`src/rtl/piso_tx_if.sv`:
```
// piso_tx_if: word handshake, serial data and receiver-mode bundle for piso_tx.
interface piso_tx_if #(
    parameter int WIDTH = 8
);
    logic [WIDTH-1:0] par_i;
    logic             dir_i;
    logic             valid_i;
    logic             ready_o;
    logic             ser_o;
    logic [1:0]       mode_o;
    logic             busy_o;
    logic             done_o;

    // Transmitter side: consumes words, drives the serial link and status.
    modport slave (
        input  par_i, dir_i, valid_i,
        output ready_o, ser_o, mode_o, busy_o, done_o
    );

    // Producer / receiver side: offers words, observes the serial link.
    modport master (
        output par_i, dir_i, valid_i,
        input  ready_o, ser_o, mode_o, busy_o, done_o
    );
endinterface

```
`src/rtl/piso_tx.sv`:
```
// piso_tx: parallel-in serial-out transmitter. Each accepted word is sent one bit
// per BIT_CYCLES clocks, with a one-cycle receiver mode strobe closing each bit.
module piso_tx #(
    parameter int WIDTH      = 8,
    parameter int BIT_CYCLES = 1
) (
    input  logic     clk,
    input  logic     rst,
    piso_tx_if.slave bus
);
    localparam int BW = $clog2(WIDTH);
    localparam int CW = (BIT_CYCLES > 1) ? $clog2(BIT_CYCLES) : 1;

    localparam logic [BW-1:0] BIT_LAST = BW'(WIDTH - 1);
    localparam logic [CW-1:0] CYC_LAST = CW'(BIT_CYCLES - 1);

    localparam logic [1:0] MODE_HOLD  = 2'b00;
    localparam logic [1:0] MODE_LEFT  = 2'b10;
    localparam logic [1:0] MODE_RIGHT = 2'b11;

    typedef enum logic [1:0] {
        IDLE  = 2'd0,
        SHIFT = 2'd1,
        DONE  = 2'd2
    } state_t;

    state_t           state_q, state_d;
    logic [WIDTH-1:0] shreg_q, shreg_d;
    logic             dir_q,   dir_d;
    logic [BW-1:0]    bit_q,   bit_d;
    logic [CW-1:0]    cyc_q,   cyc_d;

    // Final cycle of the current bit period; the receiver samples only here.
    logic bit_end;
    assign bit_end = (state_q == SHIFT) && (cyc_q == CYC_LAST);

    // Next-state and datapath update logic.
    always_comb begin
        // NOTE: every signal gets a default first so no path leaves it unassigned (no latches).
        state_d = state_q;
        shreg_d = shreg_q;
        dir_d   = dir_q;
        bit_d   = bit_q;
        cyc_d   = cyc_q;

        unique case (state_q)
            IDLE: begin
                // ready_o is high throughout IDLE, so valid_i alone means accept.
                if (bus.valid_i) begin
                    state_d = SHIFT;
                    shreg_d = bus.par_i;
                    dir_d   = bus.dir_i;
                    bit_d   = '0;
                    cyc_d   = '0;
                end
            end

            SHIFT: begin
                if (cyc_q == CYC_LAST) begin
                    cyc_d   = '0;
                    shreg_d = dir_q ? (shreg_q >> 1) : (shreg_q << 1);
                    if (bit_q == BIT_LAST) begin
                        state_d = DONE;
                        bit_d   = '0;
                    end else begin
                        bit_d = bit_q + BW'(1);
                    end
                end else begin
                    cyc_d = cyc_q + CW'(1);
                end
            end

            DONE: begin
                state_d = IDLE;
            end

            default: begin
                state_d = IDLE;
            end
        endcase
    end

    // State and datapath registers; synchronous reset overrides everything.
    always_ff @(posedge clk) begin
        // NOTE: non-blocking assignments so every register samples pre-edge values.
        if (rst) begin
            state_q <= IDLE;
            // NOTE: the shift register is cleared too, so an aborted frame leaves no stale data.
            shreg_q <= '0;
            dir_q   <= 1'b0;
            bit_q   <= '0;
            cyc_q   <= '0;
        end else begin
            state_q <= state_d;
            shreg_q <= shreg_d;
            dir_q   <= dir_d;
            bit_q   <= bit_d;
            cyc_q   <= cyc_d;
        end
    end

    // Outputs decoded purely from registered state.
    assign bus.ready_o = (state_q == IDLE);
    assign bus.busy_o  = (state_q == SHIFT);
    assign bus.done_o  = (state_q == DONE);
    assign bus.ser_o   = (state_q == SHIFT) && (dir_q ? shreg_q[0] : shreg_q[WIDTH-1]);
    assign bus.mode_o  = bit_end ? (dir_q ? MODE_RIGHT : MODE_LEFT) : MODE_HOLD;

    // Load mode is reserved for the receiver's own use and must never be driven.
    a_no_load_mode: assert property (@(posedge clk) bus.mode_o != 2'b01);

    // Handshake and status are mutually exclusive.
    a_busy_not_ready: assert property (@(posedge clk) !(bus.busy_o && bus.ready_o));
    a_done_not_ready: assert property (@(posedge clk) !(bus.done_o && bus.ready_o));

    // A completed frame always returns to IDLE on the next edge.
    a_done_to_idle: assert property (@(posedge clk) bus.done_o |=> bus.ready_o);
endmodule

```
`src/flat_wrapper.sv`:
```
// flat-port wrapper written by rule: the top's interface ports become plain ports
module piso_tx_flat 
#(
    parameter int WIDTH      = 8,
    parameter int BIT_CYCLES = 1
)
  (clk, rst, bus_par_i, bus_dir_i, bus_valid_i, bus_ready_o, bus_ser_o, bus_mode_o, bus_busy_o, bus_done_o);
  piso_tx_if #(.WIDTH(WIDTH)) bus_i ();
  input  logic clk;
  input  logic rst;
  input wire logic [$bits(bus_i.par_i)-1:0] bus_par_i;
  input wire logic [$bits(bus_i.dir_i)-1:0] bus_dir_i;
  input wire logic [$bits(bus_i.valid_i)-1:0] bus_valid_i;
  output wire logic [$bits(bus_i.ready_o)-1:0] bus_ready_o;
  output wire logic [$bits(bus_i.ser_o)-1:0] bus_ser_o;
  output wire logic [$bits(bus_i.mode_o)-1:0] bus_mode_o;
  output wire logic [$bits(bus_i.busy_o)-1:0] bus_busy_o;
  output wire logic [$bits(bus_i.done_o)-1:0] bus_done_o;
  assign bus_i.par_i = bus_par_i;
  assign bus_i.dir_i = bus_dir_i;
  assign bus_i.valid_i = bus_valid_i;
  assign bus_ready_o = bus_i.ready_o;
  assign bus_ser_o = bus_i.ser_o;
  assign bus_mode_o = bus_i.mode_o;
  assign bus_busy_o = bus_i.busy_o;
  assign bus_done_o = bus_i.done_o;
  piso_tx #(.WIDTH(WIDTH), .BIT_CYCLES(BIT_CYCLES)) u_core (.clk(clk), .rst(rst), .bus(bus_i));
endmodule
```
`config.mk`:
```
export PLATFORM = sky130hd
export DESIGN_NAME = piso_tx_flat
export DESIGN_NICKNAME = d
export VERILOG_FILES = /design/src/rtl/piso_tx_if.sv /design/src/rtl/piso_tx.sv /design/src/flat_wrapper.sv
export SDC_FILE = /design/constraint.sdc
export NUM_CORES = 1
export LEC_CHECK = 0
export CAP_MARGIN = 10
export CORE_MARGIN = 3
export CORE_UTILIZATION = 48
export DETAILED_ROUTE_END_ITERATION = 8
export MAX_ROUTING_LAYER = met4
export PLACE_DENSITY = 0.74
export SYNTH_ARGS = -nofsm -noshare
export SYNTH_HDL_FRONTEND = slang
export SYNTH_SLANG_ARGS = --single-unit
export TNS_END_PERCENT = 30
```
`constraint.sdc`:
```
create_clock -name clk -period 1.6 [get_ports clk]
set_input_delay 0.32 -clock clk [delete_from_list [all_inputs] [get_ports clk]]
set_output_delay 0.32 -clock clk [all_outputs]
set_load 0.02 [all_outputs]
```
==> impl_table.tex <==
\begin{tabular}{lr}
\hline
Metric & Value \\
\hline
\multicolumn{2}{l}{\textbf{Outcome}} \\
\quad Status & finished, final reports clean \\
\multicolumn{2}{l}{\textbf{Power}} \\
\quad Reported leakage power & roughly 0.00043 uW \\
\quad Cell Pwr Density & between 700 and 800 nW/um\^{}2 \\
\quad IR Drop Worst-Case VDD & between 800 and 900 uV \\
\multicolumn{2}{l}{\textbf{Global route}} \\
\quad Global routing usage summed across all routing layers & 17.40\% \\
\quad Number of global-route vias before repair & between 500 and 600 \\
\quad Antenna violations before repair & 0 \\
\quad Largest net degree at the start of global routing & 10 \\
\quad First-pass GRT wire length & 2608 um \\
\quad Overall overflow remaining after global route & 0 \\
\multicolumn{2}{l}{\textbf{Yosys}} \\
\quad Netlist area before placement & approximately 780 sq um \\
\quad Number of synthesized flops with an enable pin & 0 \\
\quad Top-area cell type share of the netlist area & 35.78\% \\
\quad Cells taking the most area after synthesis & sky130\_fd\_sc\_hd\_\_dfxtp\_1 36\%, sky130\_fd\_sc\_hd\_\_mux2i\_1 10\%, sky130\_fd\_sc\_hd\_\_a32o\_1 7.7\%, sky130\_fd\_sc\_hd\_\_nand2b\_1 4.8\%, sky130\_fd\_sc\_hd\_\_nor2\_1 3.4\% \\
\quad Mapped Cells & 81 \\
\quad Count of different cell masters after synthesis & 30 \\
\quad Cell type contributing the most total cell area after synthesis & sky130\_fd\_sc\_hd\_\_dfxtp\_1 \\
\quad Most numerous cell types in the synthesized netlist & 14 x sky130\_fd\_sc\_hd\_\_dfxtp\_1, 8 x sky130\_fd\_sc\_hd\_\_mux2i\_1, 7 x sky130\_fd\_sc\_hd\_\_nor2\_1 \\
\quad Syn avg cell area & slightly below 10 sq um \\
\quad Most common flop cell mapped by yosys & sky130\_fd\_sc\_hd\_\_dfxtp\_1 \\
\quad Number of nets produced by synthesis & 95 \\
\quad Sequential-to-total area share from yosys stat & $\sim$36\% \\
\quad Proportion of synthesized flip-flops having asynchronous set or reset & 0\% \\
\quad Number of warnings reported in the yosys synthesis log & 0 \\
\quad Count of state elements after synthesis & 14 \\
\quad Most instantiated library cell after synthesis & sky130\_fd\_sc\_hd\_\_dfxtp\_1 \\
\multicolumn{2}{l}{\textbf{Timing}} \\
\quad RSZ-0062 raised after global routing & no \\
\quad Post-layout min period & 1.518 ns \\
\quad Fmax & 658.9 MHz \\
\quad Period utilization & 94.86\% \\
\quad Final Hold Violating Endpoints & 0 \\
\quad WHS & slightly above 0.5 ns \\
\quad Clock skew & between 0.002 and 0.003 ns \\
\quad Final setup violation count & 0 \\
\quad Max transition margin & about four fifths \\
\quad Final setup TNS & 0 ns \\
\quad Final Slew Violations & 0 \\
\quad Slew at the pin with the worst max-slew slack & 0.3177 ns \\
\multicolumn{2}{l}{\textbf{Route}} \\
\quad Antenna Violating Nets Remaining & 0 \\
\quad Wire length reported by the detailed router & $\sim$1600 um \\
\quad Wire per inst & 13.18 um \\
\quad Length of the first detailed-routing pass in iterations & 4 \\
\quad Vias & 660 \\
\quad DRC violations left & 0 \\
\quad Avg Vias per Cell & around 5.4 \\
\quad Number of DRC violations after detailed-routing iteration 0 & 18 \\
\multicolumn{2}{l}{\textbf{Clock network}} \\
\quad Cts bufs inserted & 3 \\
\quad Clock transition at the registers of the reported paths & approximately 0.080 ns \\
\quad Clock H-tree levels & 1 \\
\quad Buffers inserted during post-CTS setup optimization & 0 \\
\quad CTS tree & built \\
\quad Clock root buffer & sky130\_fd\_sc\_hd\_\_clkbuf\_4 \\
\quad Cts hold-fix bufs & 0 \\
\quad Bufs on Longest Clock Path & 2 \\
\quad Clock insertion delay at the later pin of the skew report & around 0.28 ns \\
\quad Sink count of the clock tree & 14 \\
\multicolumn{2}{l}{\textbf{Worst setup path}} \\
\quad Crit path launch type & register \\
\quad Highest-delay cell along the critical path & sky130\_fd\_sc\_hd\_\_dlygate4sd2\_1 \\
\quad Crit path required time & 1.28 ns \\
\quad Series of cell instances along the critical path & buf\_4, nor2b\_1, dlygate4sd2\_1 \\
\quad Crit end category & primary output \\
\quad Critical path class & register to primary output \\
\quad Crit path max fanout & 5 \\
\quad Maximum single-stage delay on the critical path & around 0.34 ns \\
\quad End of the worst register-to-register path & u\_core.shreg\_q[2] \\
\quad FF-to-FF path depth & 5 \\
\quad Worst Path Arrival & approximately 1.2 ns \\
\quad Slack of the worst reg-to-reg path & around 0.33 ns \\
\quad Launch point of the worst reg-to-reg path & u\_core.state\_q[1] \\
\multicolumn{2}{l}{\textbf{Placement}} \\
\quad Post-detailed-placement half-perimeter wirelength & $\sim$1200 um \\
\quad Total cell area at the placement stage & 996.0 sq um \\
\quad Final estimated routing congestion in global placement & between 0.7 and 0.8 \\
\quad Port Buffers & 17 \\
\multicolumn{2}{l}{\textbf{Floorplan}} \\
\quad Count of pins on the block boundary & 18 \\
\quad Vert. Die Dim & between 40 and 50 um \\
\quad Total die area & roughly 2200 sq um \\
\quad Die width & about 46 um \\
\quad Rows & 13 \\
\quad Area of the core region & about 1400 sq um \\
\quad Initial core utilization & a little under three fifths \\
\multicolumn{2}{l}{\textbf{Cells and area}} \\
\quad P\&R area growth vs syn & 30.19\% \\
\quad Fin nets & between 100 and 150 \\
\quad Cell area after layout & around 1000 sq um \\
\quad Share of layout cells above drive strength 1 & between 20\% and 30\% \\
\quad Number of inserted diodes & 0 \\
\quad Final-layout fill cell count & $\sim$120 \\
\multicolumn{2}{l}{\textbf{Worst hold path}} \\
\quad Hold Path Class & register to register \\
\quad Count of cells along the worst hold path & 2 \\
\quad Sink of the worst hold path & u\_core.bit\_q[1] \\
\quad Min-delay src & u\_core.bit\_q[1] \\
\multicolumn{2}{l}{\textbf{Flow run}} \\
\quad Max Cap Violations & 0 \\
\hline
\end{tabular}
stage by stage:
stage | total power (uW) | utilization [%] | std cells | setup WS (ns)
floorplan | 509.1 | - | 81 | 0.2750
global placement | 574.2 | 70.38 | 118 | 0.04450
detailed placement | 576.7 | 70.38 | 118 | 0.02764
CTS | 822.4 | 72.50 | 122 | 0.02874
global route | 859.1 | 72.06 | 122 | 0.003133
finish | 814.0 | 72.06 | 122 | 0.08227
worst max-delay path by stage:
stage | startpoint | end | slack (ns) | depth (start not counted)
2_1_floorplan | u_core.state_q[1] | bus_mode_o[0] | 0.27 | 5
3_3_place_gp | u_core.state_q[1] | bus_ready_o | 0.04 | 3
3_5_place_dp | u_core.state_q[0] | bus_mode_o[0] | 0.03 | 4
4_1_cts | u_core.dir_q | bus_ser_o | 0.03 | 3
5_1_grt | u_core.state_q[1] | bus_done_o | 0.003 | 3
6_report | u_core.state_q[1] | bus_done_o | 0.08 | 3
repair_timing:
item	in CTS	in global routing
pin swaps	0	0
endpoints found under the setup margin	6	3
resized for setup	7	5
gates cloned	0	0
worst max-delay path: cells and delay by family (launching register included):
| family | cells | cell delay [ns] |
|---|---|---|
| buf+inv | 2 | 0.47 |
| flops | 1 | 0.33 |
| simple gates | 1 | 0.13 |
layout make-up:
cell class | instances | area (sq um) | area share [%]
inverter | 3 | 13.76 | 1.350
clock buffer | 4 | 36.28 | 3.558
tap | 15 | 18.77 | 1.840
sequential | 14 | 282.8 | 27.73
multi-input combinational | 58 | 430.4 | 42.21
timing repair buffer | 28 | 237.7 | 23.31
registers in the layout, indices dropped and copies added, names as in the netlist:
register and count:
u_core.state_q 2, u_core.shreg_q 8, u_core.bit_q 3, u_core.dir_q 1
cells in the final DEF, fill, tap and decap left out, types with 3 or more instances in the layout:
master                            Yosys  routed
sky130_fd_sc_hd__mux2i_1              8       8
sky130_fd_sc_hd__dfxtp_1             14      12
sky130_fd_sc_hd__nor2_1               7       7
sky130_fd_sc_hd__a32o_1               6       6
sky130_fd_sc_hd__clkbuf_4             0       3
sky130_fd_sc_hd__nand2_1              5       5
sky130_fd_sc_hd__buf_4                1      11
sky130_fd_sc_hd__nand2b_1             6       6
sky130_fd_sc_hd__a22oi_1              3       3
sky130_fd_sc_hd__dlygate4sd2_1        0       4
sky130_fd_sc_hd__clkdlybuf4s50_1      0      11
sky130_fd_sc_hd__nor2b_1              3       3
per-layer routing:
metal | global-route usage, % | wire (um) | up-vias | part of all wire [%]
met5 | - | 0 | - | 0
met4 | 1.705 | 0 | 0 | 0
met3 | 5.859 | 91 | 0 | 5.7
met2 | 27.20 | 744 | 16 | 46
met1 | 22.43 | 773 | 303 | 48
li1 | - | - | 341 | -
power by group:
| group | switching [uW] | internal [uW] |
|---|---|---|
| clock network | 111 | 138 |
| registers | 22.0 | 373 |
| logic | 75.9 | 93.7 |
| total | 209 | 605 |
logic make-up (layout without fill, tap and decap cells):
logic type / Yosys count / count (layout) / synth area share (%)
AND/OR/NAND/NOR: 31 / 31 / 22.69
multiplexers: 8 / 8 / 10.22
adder cells (fa/ha/maj): 2 / 2 / 3.194
flip-flops: 14 / 14 / 35.78
buffers and inverters: 9 / 35 / 9.265
AO/OA/AOI/OAI: 17 / 17 / 18.85
(Power assumes the default switching activity.)
